`src/rtl/bcd_seq_converter.sv`:
```
// bcd_seq_converter: sequential double-dabble (shift-add-3) binary-to-BCD converter.
// Converts a WIDTH-bit value into DIGITS packed BCD digits. One shift happens per clock.
// Each conversion takes WIDTH+2 cycles: the accept edge, WIDTH shifts, and one DONE cycle.
// Optional macro SIGNED_MODE_EN: bin_in is treated as two's complement.
// The magnitude is converted and the sign is reported on neg.
// Without the macro, bin_in is unsigned and neg is tied to 0.
//
// Handshake: start is sampled only while ready=1 (IDLE). bin_in is captured on that accepting edge.
// start and bin_in are ignored while busy=1.
// done is a one-cycle pulse, and bcd_out/neg carry a fresh result during that cycle.
// bcd_out/neg then hold that result until the next done pulse.
module bcd_seq_converter #(
    parameter int WIDTH  = 8,
    parameter int DIGITS = 3
) (
    input  logic                clk,
    input  logic                reset,
    input  logic                start,
    input  logic [WIDTH-1:0]    bin_in,
    output logic                ready,
    output logic                busy,
    output logic                done,
    output logic [4*DIGITS-1:0] bcd_out,
    output logic                neg,
    output logic [1:0]          dbg_state
);

    localparam int SW = 4*DIGITS + WIDTH;   // scratch width: BCD field above the binary field
    localparam int BW = 4*DIGITS;
    localparam int CW = $clog2(WIDTH + 1);

    function automatic longint unsigned pow10(input int n);
        longint unsigned r;
        r = 1;
        for (int i = 0; i < n; i++) begin
            r = r * 10;
        end
        return r;
    endfunction

    // Elaboration-time check: the digit count must hold the largest input value.
    if (pow10(DIGITS) <= ((64'd1 << WIDTH) - 64'd1)) begin : g_bad_digits
        $error("bcd_seq_converter: DIGITS too small for WIDTH");
    end

    typedef enum logic [1:0] {
        S_IDLE  = 2'd0,
        S_SHIFT = 2'd1,
        S_DONE  = 2'd2
    } state_t;

    state_t          state_q, state_d;
    logic [SW-1:0]   scratch_q, scratch_d;
    logic [CW-1:0]   count_q, count_d;
    logic [BW-1:0]   bcd_q, bcd_d;
    logic [WIDTH-1:0] operand;
    logic [SW-1:0]   corrected;
    logic [SW-1:0]   shifted;

`ifdef SIGNED_MODE_EN
    logic            sign_q, sign_d;
    logic            neg_q, neg_d;

    // The magnitude of the two's complement input is computed as WIDTH-bit unsigned.
    // The most-negative value maps to 2**(WIDTH-1), which still fits.
    always_comb begin
        operand = bin_in[WIDTH-1] ? (~bin_in + WIDTH'(1)) : bin_in;
    end
`else
    // In the unsigned build, the operand is the raw input.
    always_comb begin
        operand = bin_in;
    end
`endif

    // Apply add-3 to every BCD nibble that is >= 5, all in parallel, then shift the whole scratch left.
    always_comb begin
        corrected = scratch_q;
        for (int i = 0; i < DIGITS; i++) begin
            if (scratch_q[WIDTH + 4*i +: 4] >= 4'd5) begin
                corrected[WIDTH + 4*i +: 4] = scratch_q[WIDTH + 4*i +: 4] + 4'd3;
            end
        end
        shifted = {corrected[SW-2:0], 1'b0};
    end

    // FSM next-state logic and datapath loads.
    // bcd_out only changes when the last shift lands, so partial values are never visible.
    always_comb begin
        state_d   = state_q;
        scratch_d = scratch_q;
        count_d   = count_q;
        bcd_d     = bcd_q;
`ifdef SIGNED_MODE_EN
        sign_d    = sign_q;
        neg_d     = neg_q;
`endif
        case (state_q)
            S_IDLE: begin
                if (start) begin
                    state_d   = S_SHIFT;
                    scratch_d = {{BW{1'b0}}, operand};
                    count_d   = CW'(WIDTH);
`ifdef SIGNED_MODE_EN
                    sign_d    = bin_in[WIDTH-1];
`endif
                end
            end
            S_SHIFT: begin
                scratch_d = shifted;
                count_d   = count_q - CW'(1);
                if (count_q == CW'(1)) begin
                    state_d = S_DONE;
                    bcd_d   = shifted[SW-1 -: BW];
`ifdef SIGNED_MODE_EN
                    neg_d   = sign_q;
`endif
                end
            end
            S_DONE: begin
                state_d = S_IDLE;
            end
            default: begin
                state_d = S_IDLE;
            end
        endcase
    end

    // State and datapath registers. A synchronous reset aborts any conversion in flight.
    always_ff @(posedge clk) begin
        if (reset) begin
            state_q   <= S_IDLE;
            scratch_q <= '0;
            count_q   <= '0;
            bcd_q     <= '0;
`ifdef SIGNED_MODE_EN
            sign_q    <= 1'b0;
            neg_q     <= 1'b0;
`endif
        end else begin
            state_q   <= state_d;
            scratch_q <= scratch_d;
            count_q   <= count_d;
            bcd_q     <= bcd_d;
`ifdef SIGNED_MODE_EN
            sign_q    <= sign_d;
            neg_q     <= neg_d;
`endif
        end
    end

    assign ready     = (state_q == S_IDLE);
    assign busy      = ~ready;
    assign done      = (state_q == S_DONE);
    assign bcd_out   = bcd_q;
    assign dbg_state = state_q;
`ifdef SIGNED_MODE_EN
    assign neg       = neg_q;
`else
    assign neg       = 1'b0;
`endif

endmodule

```
`config.mk`:
```
export PLATFORM = sky130hd
export DESIGN_NAME = bcd_seq_converter
export DESIGN_NICKNAME = d
export VERILOG_FILES = /design/src/rtl/bcd_seq_converter.sv
export SDC_FILE = /design/constraint.sdc
export NUM_CORES = 1
export LEC_CHECK = 0
export CAP_MARGIN = 20
export CORE_ASPECT_RATIO = 1.1
export CORE_MARGIN = 8
export CORE_UTILIZATION = 50
export DETAILED_ROUTE_END_ITERATION = 10
export PLACE_DENSITY = 0.8
export SYNTH_ARGS = -nofsm -noshare
export SYNTH_HDL_FRONTEND = slang
export SYNTH_SLANG_ARGS = --single-unit
```
`constraint.sdc`:
```
create_clock -name clk -period 3.9 [get_ports clk]
set_input_delay 0.78 -clock clk [delete_from_list [all_inputs] [get_ports clk]]
set_output_delay 0.78 -clock clk [all_outputs]
set_load 0.02 [all_outputs]
```
==> results.rst <==
.. list-table::
   :header-rows: 1

   * - Metric
     - Value
   * - Critical path launch point
     - dbg_state[1]$_SDFFE_PP0P_
   * - Adder and majority gate portion of the synthesized area
     - 0.0522
   * - Global route overflow
     - 0
   * - Simple logic cell fraction of the synthesized area
     - 0.196
   * - HPWL after detailed placement
     - 2.69 mm
   * - Die extent in y
     - 80.9 µm
   * - Slowest stage cell on the critical path
     - dfxtp_1
   * - Clk Latency, worst-skew pair
     - 0.29 ns
   * - Initial antenna violation count
     - 0
   * - Count of routing violations after the opening detailed-route iteration
     - 97
   * - Count of cells along the worst register-to-register path
     - 4
   * - Synthesized instance count
     - 219
   * - Period Utilization, post-route
     - 0.687
   * - Clock transition at the register clock pins on the worst setup and hold paths after CTS
     - 0.07 ns
   * - Capture point of the worst path
     - busy
   * - Worst Path Arrival
     - 1.90 ns
   * - Final sum of negative setup slack
     - 0 ns
   * - Post-detailed-routing wire length
     - 4.08 mm
   * - Overall global routing resource usage
     - 0.141
   * - Outcome
     - completed
   * - Least-Margin Pin Slew
     - 0.842 ns
   * - Post-cts gate resize count
     - 0
   * - Final worst-path setup slack
     - 1.22 ns
   * - Clk sink count
     - 38
   * - Max-cap viol count
     - 0
   * - Multiplexer fraction of the synthesized cell area
     - 0.0287
   * - Most common cell after layout, fill and taps aside
     - dfxtp_1
   * - Worst Skew
     - 0.00399 ns
   * - R2R Setup Slk
     - 1.73 ns
   * - Final RePlAce weighted congestion
     - 0.838
   * - Placed cell area
     - 2190 µm²
   * - Boundary pin count
     - 29
   * - Class of the worst hold path
     - flip-flop to flip-flop
   * - R2r endpoint
     - bcd_out[10]$_SDFFE_PP0P_
   * - RSZ-0062 raised after global routing
     - no
   * - Worst-case vdd ir drop
     - 0.000277 V
   * - Post-CTS setup repair buffer count
     - 0
   * - Quantity of I/O buffers inserted on ports
     - 27
   * - Number of max-slew violations in the final report
     - 0
   * - Post-layout instance area
     - 2300 µm²
   * - Layout cell share with drive strength beyond 1
     - 0.133
   * - Die area
     - 6070 µm²
   * - Type of the setup path with the least slack
     - flip-flop to output pin
   * - Static power due to leakage
     - 0.815 nW
   * - Clock tree from TritonCTS
     - yes
   * - Wire length of the first global-routing pass
     - 6.64 mm
   * - Fin util
     - 0.628
   * - Synthesized net count
     - 238
   * - Net total in the final layout
     - 259
   * - Most used cells in the layout excluding fill and tap cells
     - dfxtp_1 (38), nor2_1 (34), clkdlybuf4s50_1 (27), a21oi_1 (25), inv_1 (14)
   * - Post-detailed-route wirelength per cell
     - 14.0 µm
   * - Synthesis Warnings
     - 0
   * - Synthesized-area fraction occupied by ao, oa, aoi and oai cells
     - 0.238
   * - Core region area
     - 3650 µm²
   * - Root Buffer Master
     - clkbuf_8
   * - Final ANT Viol Nets
     - 0
   * - Filler cell count
     - 330
   * - Startpoint Class
     - flip-flop
   * - Area growth from synthesis to final layout
     - 19.8%
   * - Post-Syn Area
     - 1920 µm²
   * - Maximum single-stage delay on the critical path
     - 0.78 ns
   * - Element type at the critical path end
     - output pin
   * - Number of distinct standard cells referenced by the synthesized netlist
     - 32
   * - Fmax
     - 0.373 GHz
   * - Pwr/cell area
     - 370 nW/µm²
   * - Ant diodes
     - 0
   * - Width of the die
     - 75.0 µm
   * - Mapped Avg Cell Area
     - 8.75 µm²
   * - Initial cell density of the core
     - 0.524
   * - Flops & latches, synth
     - 38
   * - Slew headroom
     - 0.439
   * - 1st-pass router iterations
     - 4
   * - Main combinational cell family by area after synthesis
     - compound AO/OA/AOI/OAI gates
   * - Finish-stage setup viols
     - 0
   * - Minimum setup slack after placement
     - 1.41 ns
   * - FP Rows
     - 23
   * - Startpoint of the worst register-to-register path
     - dbg_state[0]$_SDFFE_PP0P_
   * - Maximum number of buffers from clock root to sink
     - 2
   * - Fraction of synthesized cell area in xor and xnor cells
     - 0.0137
   * - Final Hold Fails
     - 0
   * - Routed via count
     - 1,588
   * - Average vias per placed instance
     - 5.46
   * - Share of the yosys chip area belonging to registers
     - 0.397
   * - Number of levels in the clock H-tree
     - 2
   * - Number of global-route vias before repair
     - 1,436
   * - DRC violations left
     - 0
   * - Final min period
     - 2.68 ns
   * - Cell breakdown of the critical path
     - or2_2 > clkdlybuf4s50_1
   * - Total of hold buffers inserted after clock tree synthesis
     - 0
   * - Cts bufs inserted
     - 5
   * - Largest net degree at the start of global routing
     - 26
   * - Largest fanout on the critical path
     - 25
   * - Req. time, crit path
     - 3.12 ns
## layer usage
metal	vias to the layer above	share of wire	routed length, µm	track usage
met5	-	0	0	0
met4	0	0.018	74	0.0529
met3	7	0.060	245	0.0579
met2	40	0.46	1860	0.224
met1	738	0.47	1900	0.165
li1	803	-	-	-
## flip-flops by register name (all words and copies together), names as in the netlist
signal     count
count_q        4
bcd_out       12
dbg_state      2
scratch_q     20
## how the worst min path moves through the flow
| stage | startpoint | to | slack (ns) | cells past startpoint |
|---|---|---|---|---|
| after floorplan | scratch_q[19]$_SDFFE_PP0P_ | scratch_q[19]$_SDFFE_PP0P_ | 0.46 | 2 |
| after global placement | bcd_out[9]$_SDFFE_PP0P_ | bcd_out[9]$_SDFFE_PP0P_ | 0.47 | 2 |
| after detailed placement | bcd_out[9]$_SDFFE_PP0P_ | bcd_out[9]$_SDFFE_PP0P_ | 0.48 | 2 |
| after CTS | bcd_out[9]$_SDFFE_PP0P_ | bcd_out[9]$_SDFFE_PP0P_ | 0.49 | 2 |
| after global routing | bcd_out[6]$_SDFFE_PP0P_ | bcd_out[6]$_SDFFE_PP0P_ | 0.52 | 2 |
| final | bcd_out[9]$_SDFFE_PP0P_ | bcd_out[9]$_SDFFE_PP0P_ | 0.49 | 2 |
## critical path, delay by kind of cell, from the launching register on
kind	cells	cell delay [ns]
and+or+nand+nor	1	0.23
DFF	1	0.78
buffers and inverters	1	0.60
## area by class of cell
type	count	area, µm²	share of cell area
Clock buffer	8	110	0.0480
Sequential cell	38	761	0.331
Inverter	14	52.6	0.0229
Multi-Input combinational cell	151	1020	0.443
Tap cell	50	62.6	0.0272
Timing Repair Buffer	30	293	0.128
## cell usage after synthesis (all sizes together)
cell type  count  area, µm²
o22ai          6       68.8
and3           1       6.26
inv           14       52.6
conb           1       3.75
nor3b          5       37.5
a311oi         1       8.76
nand3          3       15.0
nand3b         5       37.5
nor2b          5       31.3
a2111oi        3       26.3
nor3           4       20.0
mux2i          1       10.0
buf            7       52.5
xnor2          3       26.3
a21oi         25        125
a211oi         7       77.6
o32ai          5       43.8
dfxtp         38        761
or2            2       12.5
o221a          4       45.0
mux2           4       45.0
ha             8        100
nor2          34        128
nand2b        13       88.8
a22oi          2       15.0
clkbuf         9       33.8
o21ai          9       45.0
## stage by stage
| step | total power [W] | hold WS, ns | std cells |
|---|---|---|---|
| final | 0.000850 | 0.490 | 291 |
| after global routing | 0.000885 | 0.520 | 291 |
| after CTS | 0.000855 | 0.493 | 291 |
| after detailed placement | 0.000543 | 0.482 | 283 |
| after global placement | 0.000541 | 0.473 | 283 |
| after floorplan | 0.000508 | 0.457 | 219 |
## power by group
part / total [W] / leakage, nW / internal, W / switching, W
sequential: 0.000423 / 0.310 / 0.000405 / 0.0000180
clock: 0.000315 / 0.0575 / 0.000178 / 0.000137
combinational: 0.000112 / 0.448 / 0.0000529 / 0.0000596
total: 0.000850 / 0.815 / 0.000636 / 0.000214
## cells by family (layout without fill, tap and decap cells)
kind of cell	Yosys count	count (layout)
simple gates	72	72
compound gates	62	62
flops	38	38
buf+inv	30	52
fa+ha+maj	8	8
mux	5	5
xor+xnor	3	3
other cells	1	1
No activity file was read; power rests on OpenSTA's default activity.
